<file path="config.mk">
export PLATFORM = sky130hd
export DESIGN_NAME = imem_loader
export DESIGN_NICKNAME = d
export VERILOG_FILES = /design/src/rtl/imem_loader_pkg.sv /design/src/rtl/imem_loader.sv
export SDC_FILE = /design/constraint.sdc
export NUM_CORES = 1
export LEC_CHECK = 0
export BUFFER_PORTS_ARGS = -buffer_cell sky130_fd_sc_hd__buf_2
export CELL_PAD_IN_SITES_DETAIL_PLACEMENT = 0
export CELL_PAD_IN_SITES_GLOBAL_PLACEMENT = 2
export CORE_MARGIN = 1
export CORE_UTILIZATION = 25
export CTS_BUF_LIST = sky130_fd_sc_hd__clkbuf_8
export DETAILED_ROUTE_END_ITERATION = 8
export MAX_ROUTING_LAYER = met4
export PLACE_DENSITY_LB_ADDON = 0.1
export SLEW_MARGIN = 20
export SYNTH_ARGS = -nofsm -noshare
export SYNTH_HDL_FRONTEND = slang
export SYNTH_SLANG_ARGS = --single-unit
</file>
<file path="constraint.sdc">
create_clock -name clk -period 3.1 [get_ports clk]
set_clock_uncertainty 0.15 [all_clocks]
set_input_delay 0.155 -clock clk [delete_from_list [all_inputs] [get_ports clk]]
set_output_delay 0.155 -clock clk [all_outputs]
set_load 0.005 [all_outputs]
</file>
<file path="src/rtl/imem_loader_pkg.sv">
// Shared types and constants for the instruction-memory program loader.
package imem_loader_pkg;

  typedef enum logic [1:0] {
    ST_IDLE  = 2'd0,
    ST_RECV  = 2'd1,
    ST_WRITE = 2'd2,
    ST_DONE  = 2'd3
  } state_e;

  // Canonical NOP (addi x0,x0,0), also used to initialise the instruction memory.
  localparam logic [31:0] NOP = 32'h0000_0013;

  localparam int IMEM_DEPTH = 1024;

endpackage

</file>
<file path="src/rtl/imem_loader.sv">
// Byte-stream program loader: packs bytes little-endian into words and writes
// them to the instruction memory while holding the core in reset.
module imem_loader
  import imem_loader_pkg::*;
#(
  parameter int DEPTH = IMEM_DEPTH,
  parameter int AW    = $clog2(DEPTH),
  parameter int LW    = $clog2(DEPTH) + 1
) (
  input  logic          clk,
  input  logic          rst_n,
  input  logic          start_i,
  input  logic [LW-1:0] len_i,
  input  logic          abort_i,
  input  logic          rx_valid_i,
  input  logic [7:0]    rx_data_i,
  output logic          rx_ready_o,
  output logic          mem_we_o,
  output logic [AW-1:0] mem_waddr_o,
  output logic [31:0]   mem_wdata_o,
  output logic          core_hold_o,
  output logic          busy_o,
  output logic          done_o,
  output logic          err_o
);

  localparam logic [LW-1:0] DEPTH_L = LW'(DEPTH);
  localparam logic [LW-1:0] ONE_L   = LW'(1);

  state_e        state_q, state_d;
  logic [LW-1:0] len_q, len_d;
  logic [LW-1:0] cnt_q, cnt_d;
  logic [1:0]    idx_q, idx_d;
  logic [31:0]   word_q, word_d;
  logic          err_q, err_d;

  logic [LW-1:0] len_clamped;
  logic [LW-1:0] cnt_inc;

  assign len_clamped = (len_i > DEPTH_L) ? DEPTH_L : len_i;
  assign cnt_inc     = cnt_q + ONE_L;

  always_comb begin
    // NOTE: every next-state signal takes its hold value first, so no path
    // through the case statement can leave one unassigned and infer a latch.
    state_d = state_q;
    len_d   = len_q;
    cnt_d   = cnt_q;
    idx_d   = idx_q;
    word_d  = word_q;
    err_d   = err_q;

    unique case (state_q)
      ST_IDLE: begin
        if (start_i) begin
          len_d   = len_clamped;
          cnt_d   = '0;
          idx_d   = '0;
          err_d   = 1'b0;
          state_d = (len_clamped == '0) ? ST_DONE : ST_RECV;
        end
      end
      ST_RECV: begin
        if (abort_i) begin
          state_d = ST_IDLE;
          err_d   = 1'b1;
        end else if (rx_valid_i) begin
          // Shifting in from the top leaves byte 0 in [7:0] after four bytes.
          word_d = {rx_data_i, word_q[31:8]};
          idx_d  = idx_q + 2'd1;
          if (idx_q == 2'd3) state_d = ST_WRITE;
        end
      end
      ST_WRITE: begin
        cnt_d = cnt_inc;
        idx_d = '0;
        if (abort_i) begin
          state_d = ST_IDLE;
          err_d   = 1'b1;
        end else if (cnt_inc == len_q) begin
          state_d = ST_DONE;
        end else begin
          state_d = ST_RECV;
        end
      end
      ST_DONE: state_d = ST_IDLE;
      default: state_d = ST_IDLE;
    endcase
  end

  // NOTE: sequential state uses non-blocking assignments so every register
  // samples the pre-edge values regardless of statement order.
  always_ff @(posedge clk) begin
    if (!rst_n) begin
      state_q <= ST_IDLE;
      len_q   <= '0;
      cnt_q   <= '0;
      idx_q   <= '0;
      word_q  <= '0;
      err_q   <= 1'b0;
    end else begin
      state_q <= state_d;
      len_q   <= len_d;
      cnt_q   <= cnt_d;
      idx_q   <= idx_d;
      word_q  <= word_d;
      err_q   <= err_d;
    end
  end

  // Outputs decode registered state only; no input reaches an output combinationally.
  assign rx_ready_o  = (state_q == ST_RECV);
  assign mem_we_o    = (state_q == ST_WRITE);
  assign mem_waddr_o = cnt_q[AW-1:0];
  assign mem_wdata_o = word_q;
  assign busy_o      = (state_q != ST_IDLE);
  assign core_hold_o = busy_o;
  assign done_o      = (state_q == ST_DONE);
  assign err_o       = err_q;

endmodule
</file>
==> impl_metrics.csv, run 1 <==
group,metric,value,unit
outcome,status,"complete, no violations",
synth,synth_ff_type,"dfxtp_1",
worst_setup_path,reg2reg_to,"state_q[1]",
timing,fin_crit_sh,0.694,
synth,syn-cell-area,2970,sq um
final_layout,final_common_cell,"nand2_1",
worst_setup_path,cp.required,3180,ps
power_and_ir_drop,totalPowerFinal,0.00195,W
die,start_util,0.259,
final_layout,fin_util,0.318,
worst_setup_path,r2r_slack,950,ps
synth,ys_warn_count,0,
timing,period_minus_slack,2150,ps
grt,grt_first_pass_wirelength,13200,um
die,die_x,111,um
grt,grt_max_degree,60,
worst_setup_path,cp_max_fo,7,
power_and_ir_drop,total_leakage_power,1.46,nW
worst_setup_path,crit_chain,"inv_1 > ha_1 > inv_1 > nor2_1 > nor2_1 > o211ai_1 > o41ai_1 > nor2_1",
worst_setup_path,worstSetupPathType,"reg -> reg",
cts,clock-root-buffer,"clkbuf_8",
synth,synth_enable_flop_cells,0,
synth,ys_top_cells_by_area,"dfxtp_1 40%, nand2_1 9.6%, a21boi_0 8.4%, nor2b_1 4.9%, ha_1 3.4%",
route,drt_iter0_markers,106,
cts,htreeDepth,3,
cts,path_clk_slew,70,ps
worst_setup_path,r2r_cells,8,
flow_run,drv_cap,0,
route,vias,2596,
synth,seq_area_frac_synth,0.398,
synth,yosys.area.top_type,"dfxtp_1",
power_and_ir_drop,irDropWorstVdd,183,uV
timing,slew_headroom,0.355,
worst_setup_path,cpLargestDelayFamily,"compound AO/OA/AOI/OAI gates",
worst_hold_path,hold_class,"in -> reg",
cts,post_cts_buffers,0,
worst_setup_path,worstSetupStartpointType,"flop",
final_layout,finalNonFillerCells,570,
timing,fin_setup_tns,0,ps
synth,synthArstFlopShare,0,
synth,syn-mean-instance-area,8.20,sq um
route,wl_per_cell,14.6,um
synth,synthCells,362,
die,io_pins,72,
worst_setup_path,rr_startpoint,"state_q[0]",
placed_design,post-place-cells,545,
placed_design,hpwl,5690,um
timing,worstMarginPinSlew,968,ps
placed_design,io_buffers,71,
worst_setup_path,end_kind,"flop",
cts,numClockSinks,59,
worst_setup_path,endpoint,"state_q[1]",
worst_setup_path,cp_num_cells,8,
timing,grt_setup_unrepaired,"false",
worst_setup_path,cp_slowest_cell,"dfxtp_1",
worst_setup_path,cp_data_arrival_time,2230,ps
worst_setup_path,crit_top_cell,"nor2_1",
cts,cts_buffers,9,
die,dieArea,12300,sq um
worst_setup_path,crit_path_max_incr_delay,410,ps
cts,clkLatencyLatePin,340,ps
die,num_rows,39,
die,core,11500,sq um
route,ant_nets,0,
synth,syn_nets,394,
placed_design,finalWeightedCongestion,0.716,
timing,timing.hold.ws,42.8,ps
timing,drv_slew,0,
grt,gr-total-overflow,0,
route,drtPass1Iterations,5,
cts,cts.path.max_buffers,2,
synth,ys_ff_latch,59,
final_layout,diodes,0,
die,die_h,111,um
final_layout,area_growth,23.0,%
synth,synth_top_area_frac,0.398,
synth,ys_types,44,
grt,antenna_found_initial,0,
grt,grt_usage,0.143,
final_layout,layout.nets,454,
worst_setup_path,crit_buf_inv,2,
grt,grt_pass1_vias,2453,
cts,cts_tree,"yes",
route,via_per_inst,4.55,
timing,final_hold_viol_count,0,
final_layout,layout-drive-gt1-share,0.220,
route,drt_wl_total,8350,um
timing,setup_viol,0,
route,drc,0,
timing,fmax,465,MHz
final_layout,final_cell_mix,"76 x nand2_1, 71 x buf_2, 59 x dfxtp_1",
power_and_ir_drop,p_per_area,535,nW/um^2
worst_setup_path,crit_start,"state_q[0]",
==> where the power goes <==
part,internal (W),switching (W),leakage (nW)
logic,0.000150,0.000246,0.887
registers,0.000789,0.0000347,0.477
clock network,0.000393,0.000338,0.0987
total,0.00133,0.000618,1.46
==> routing by layer <==
| metal | track usage | wire length [um] | up-vias |
|---|---|---|---|
| li1 | - | - | 1352 |
| met1 | 0.203 | 4530 | 1179 |
| met2 | 0.192 | 3410 | 55 |
| met3 | 0.0323 | 262 | 10 |
| met4 | 0.0613 | 141 | 0 |
| met5 | - | 0 | - |
==> synthesized netlist by cell type (2+ instances only) <==
cell type  number
nor3_1          6
nor3b_1        11
a21boi_0       33
nand3_1         9
and3_1          3
o31ai_1         3
nor2b_1        23
buf_2           3
buf_4          11
xor2_1          5
a21o_1          3
and4_1          2
nand2_1        76
and2_1          2
xnor2_1         9
a22oi_1         9
o21ai_0        11
nand2b_1        2
clkbuf_1       21
nand4_1         4
dfxtp_1        59
ha_1            8
a21oi_1        17
nor2_1          5
inv_1           6
nor4_1          3
==> worst min-delay path by stage <==
| stage | cells after the start | start | end | slack, ps |
|---|---|---|---|---|
| after floorplan | 2 | rx_data_i[0] | mem_wdata_o[24] | 150 |
| after global placement | 3 | rx_data_i[3] | mem_wdata_o[27] | 260 |
| after detailed placement | 3 | rx_data_i[3] | mem_wdata_o[27] | 270 |
| after CTS | 3 | abort_i | err_o | 30 |
| after global routing | 3 | abort_i | err_o | 40 |
| final | 3 | abort_i | err_o | 40 |
==> tightest hold or removal path, cell delays in order <==
cell and delay (ps):
buf_2 130, a21oi_1 140, nor3b_1 60
==> cell type report <==
| cell class | count | area (sq um) |
|---|---|---|
| Inverter | 7 | 26.3 |
| Multi-Input combinational cell | 260 | 1580 |
| Tap cell | 143 | 179 |
| Timing Repair Buffer | 85 | 483 |
| Clock inverter | 6 | 63.8 |
| Clock buffer | 10 | 138 |
| Sequential cell | 59 | 1180 |
| Fill cell | 1269 | 7820 |
==> cell families after synthesis <==
logic type	after synthesis	synth area share
fa+ha+maj	8	0.0337
flops	59	0.398
compound gates	88	0.205
simple gates	149	0.248
buf+inv	43	0.0700
mux	1	0.00337
xor+xnor	14	0.0413
==> through the flow <==
| stage | worst slack [ps] | area, sq um |
|---|---|---|
| floorplan | 1100 | 2970 |
| global placement | 1010 | 3360 |
| detailed placement | 930 | 3360 |
| CTS | 908 | 3650 |
| global route | 693 | 3650 |
| finish | 948 | 3650 |
==> timing repair <==
| action | CTS | global route |
|---|---|---|
| endpoints found under the hold margin | 9 | 0 |
| resized for setup | 0 | 0 |
| hold buffers | 9 | 0 |
==> flip-flops by register name (all words and copies together), names as in the netlist <==
signal,flops
mem_wdata_o,32
err_o,1
len_q,11
cnt_q,11
idx_q,2
state_q,2
(Power assumes the default switching activity.)
==> run 2: changes to the inputs <==
--- a/config.mk
+++ b/config.mk
@@ -5,6 +5,7 @@
 export SDC_FILE = /design/constraint.sdc
 export NUM_CORES = 1
 export LEC_CHECK = 0
+export ABC_AREA = 1
 export BUFFER_PORTS_ARGS = -buffer_cell sky130_fd_sc_hd__buf_2
 export CELL_PAD_IN_SITES_DETAIL_PLACEMENT = 0
 export CELL_PAD_IN_SITES_GLOBAL_PLACEMENT = 2
==> constraint.sdc (replaced) <==
create_clock -name clk -period 2 [get_ports clk]
set_clock_uncertainty 0.15 [all_clocks]
set_input_delay 0.1 -clock clk [delete_from_list [all_inputs] [get_ports clk]]
set_output_delay 0.1 -clock clk [all_outputs]
set_load 0.005 [all_outputs]
==> impl_metrics.csv, run 2 <==
group,metric,value,unit
power_and_ir_drop,swShare,0.313,
synth,synth_top_area_frac,0.406,
final_layout,area_growth,35.0,%
route,drt_wl_total,8590,um
placed_design,hpwl,6160,um
final_layout,design_area,3930,sq um
worst_setup_path,crit_top_cell,"nand2_1",
synth,ys_ff_latch,59,
worst_setup_path,end_kind,"flop",
power_and_ir_drop,power.share.clock,0.346,
timing,grt_setup_unrepaired,"true",
synth,synthArstFlopShare,0,
worst_setup_path,cp_slowest_cell,"dfxtp_2",
cts,numClockSinks,59,
timing,drv_slew,0,
cts,cts_buffers,9,
die,dieArea,12100,sq um
synth,synthCells,416,
cts,clock-root-buffer,"clkbuf_8",
power_and_ir_drop,p_per_area,834,nW/um^2
worst_setup_path,cp_data_arrival_time,2010,ps
grt,grt_pass1_vias,2847,
final_layout,nFillCells,1258,
worst_hold_path,hold_class,"in -> reg",
worst_setup_path,worstSetupStartpointType,"flop",
route,drc,0,
power_and_ir_drop,total_leakage_power,1.86,nW
placed_design,dpl_cell_area,3480,sq um
die,core,11400,sq um
die,io_pins,72,
placed_design,io_buffers,71,
final_layout,largest_reg_flops,32,
grt,grt_usage,0.159,
power_and_ir_drop,power.switching,0.00103,W
timing,slew_headroom,0.629,
die,num_rows,39,
grt,grt_first_pass_wirelength,14100,um
timing,setup_viol,0,
grt,gr-total-overflow,0,
synth,ys_types,33,
worst_setup_path,crit_chain,"ha_4 > nand2_2 > buf_4 > nand2_1 > nand2_1 > nand2_1 > nor2_2 > nand3_2 > nor3_2 > nand3_1 > nand2_1 > nand2_2 > a21oi_2",
final_layout,finalNonFillerCells,660,
cts,path_clk_slew,70,ps
power_and_ir_drop,p_int,0.00225,W
power_and_ir_drop,irDropWorstVdd,375,uV
timing,final_hold_viol_count,0,
flow_run,drv_cap,0,
synth,synth_enable_flop_cells,0,
timing,fmax,531,MHz
die,die_x,110,um
timing,period_minus_slack,1880,ps
synth,syn-mean-instance-area,6.99,sq um
synth,yosysMostFrequentCell,"nor2_1",
route,via_per_inst,4.41,
cts,clkLatencyLatePin,340,ps
power_and_ir_drop,pwr-share-comb,0.237,
synth,ys_warn_count,0,
synth,synth_common_cells,"83 x nor2_1, 69 x nand2_1, 59 x dfxtp_1",
timing,timing.hold.ws,4.97,ps
die,start_util,0.256,
worst_setup_path,cp_max_fo,5,
placed_design,finalWeightedCongestion,0.733,
die,die_h,110,um
outcome,status,"complete, no violations",
grt,grt_max_degree,39,
cts,cts_tree,"yes",
route,drt_iter0_markers,131,
timing,fin_crit_sh,0.942,
route,ant_nets,0,
final_layout,diodes,0,
route,vias,2912,
synth,seq_area_frac_synth,0.406,
synth,synth_ff_type,"dfxtp_1",
final_layout,layout.nets,544,
final_layout,final_cell_mix,"79 x nor2_1, 71 x buf_2, 66 x nand2_1",
timing,worstMarginPinSlew,555,ps
route,wl_per_cell,13.0,um
final_layout,layout-drive-gt1-share,0.265,
synth,syn-cell-area,2910,sq um
route,drtPass1Iterations,4,
placed_design,post-place-cells,627,
worst_setup_path,worstSetupPathType,"reg -> reg",
power_and_ir_drop,power_frac_seq,0.417,
synth,ys_top_cells_by_area,"dfxtp_1 41%, nor2_1 11%, nand2_1 8.9%, o21ai_0 6.9%, nand3_1 6.2%",
worst_setup_path,crit_path_max_incr_delay,340,ps
grt,antenna_found_initial,0,
cts,cts.path.max_buffers,2,
final_layout,final_common_cell,"nor2_1",
synth,syn_nets,448,
synth,yosys.area.top_type,"dfxtp_1",
worst_setup_path,cp.required,2130,ps
cts,htreeDepth,3,
[run 2: stage by stage]
step	setup WS, ps	total power (W)	TNS (ps)	util
after floorplan	105	0.00178	0	-
after global placement	-91.1	0.00212	-813	0.306
after detailed placement	-21.6	0.00212	-50.6	0.306
after CTS	39.9	0.00331	0	0.340
after global routing	-59.9	0.00351	-206	0.345
final	116	0.00327	0	0.345
[run 2: logic make-up (layout without fill, tap and decap cells)]
family,Yosys count,in the layout,share of synthesized area
AND/OR/NAND/NOR,205,205,0.303
buffers and inverters,67,168,0.102
XOR/XNOR,2,2,0.00861
AO/OA/AOI/OAI,75,75,0.145
adder cells (fa/ha/maj),8,8,0.0344
flip-flops,59,59,0.406
[run 2: path summary, 6_finish.rpt]
kind                                   end     start  cells past startpoint  slack [ps]
worst max-delay path            state_q[1]  cnt_q[1]                     13         120
worst min-delay path            state_q[0]   abort_i                      4           5
worst max register to register  state_q[1]  cnt_q[1]                     13         120
worst min register to register    len_q[4]  len_q[4]                      2         320
[run 2: critical path, delay by kind of cell (launching register included)]
kind	cells	cell delay, ps
compound gates	1	110
fa+ha+maj	1	160
buf+inv	1	140
flops	1	340
simple gates	10	920
[run 2: metal layers]
layer / part of all wire / GRT usage / up-vias / wire, um
li1: - / - / 1531 / -
met1: 0.47 / 0.194 / 1315 / 4030
met2: 0.49 / 0.258 / 57 / 4180
met3: 0.037 / 0.0504 / 9 / 315
met4: 0.0069 / 0.0314 / 0 / 59
met5: 0 / - / - / 0
[run 2: power by group through the flow]
stage	registers, W	clock network, W	logic [W]
after detailed placement	0.00139	0	0.000731
after floorplan	0.00139	0	0.000395
after global routing	0.00138	0.00124	0.000889
after global placement	0.00138	0	0.000736
final	0.00137	0.00113	0.000775
after CTS	0.00136	0.00118	0.000765
[run 2: area by class of cell]
type	count	area, sq um	area share
clock buffer	11	151	0.0386
clock inverter	5	53.8	0.0137
inverter	41	156	0.0398
multi-input combinational	290	1490	0.380
sequential	59	1180	0.302
tap	143	179	0.0456
timing repair buffer	111	708	0.180
[run 2: what timing repair did]
action                     in CTS  in global routing
setup endpoints to repair       7                  3
pin swaps                       0                  8
resized for setup               2                 21
hold endpoints to repair       18                  0
hold buffers                   18                  0
setup buffers                   0                  0
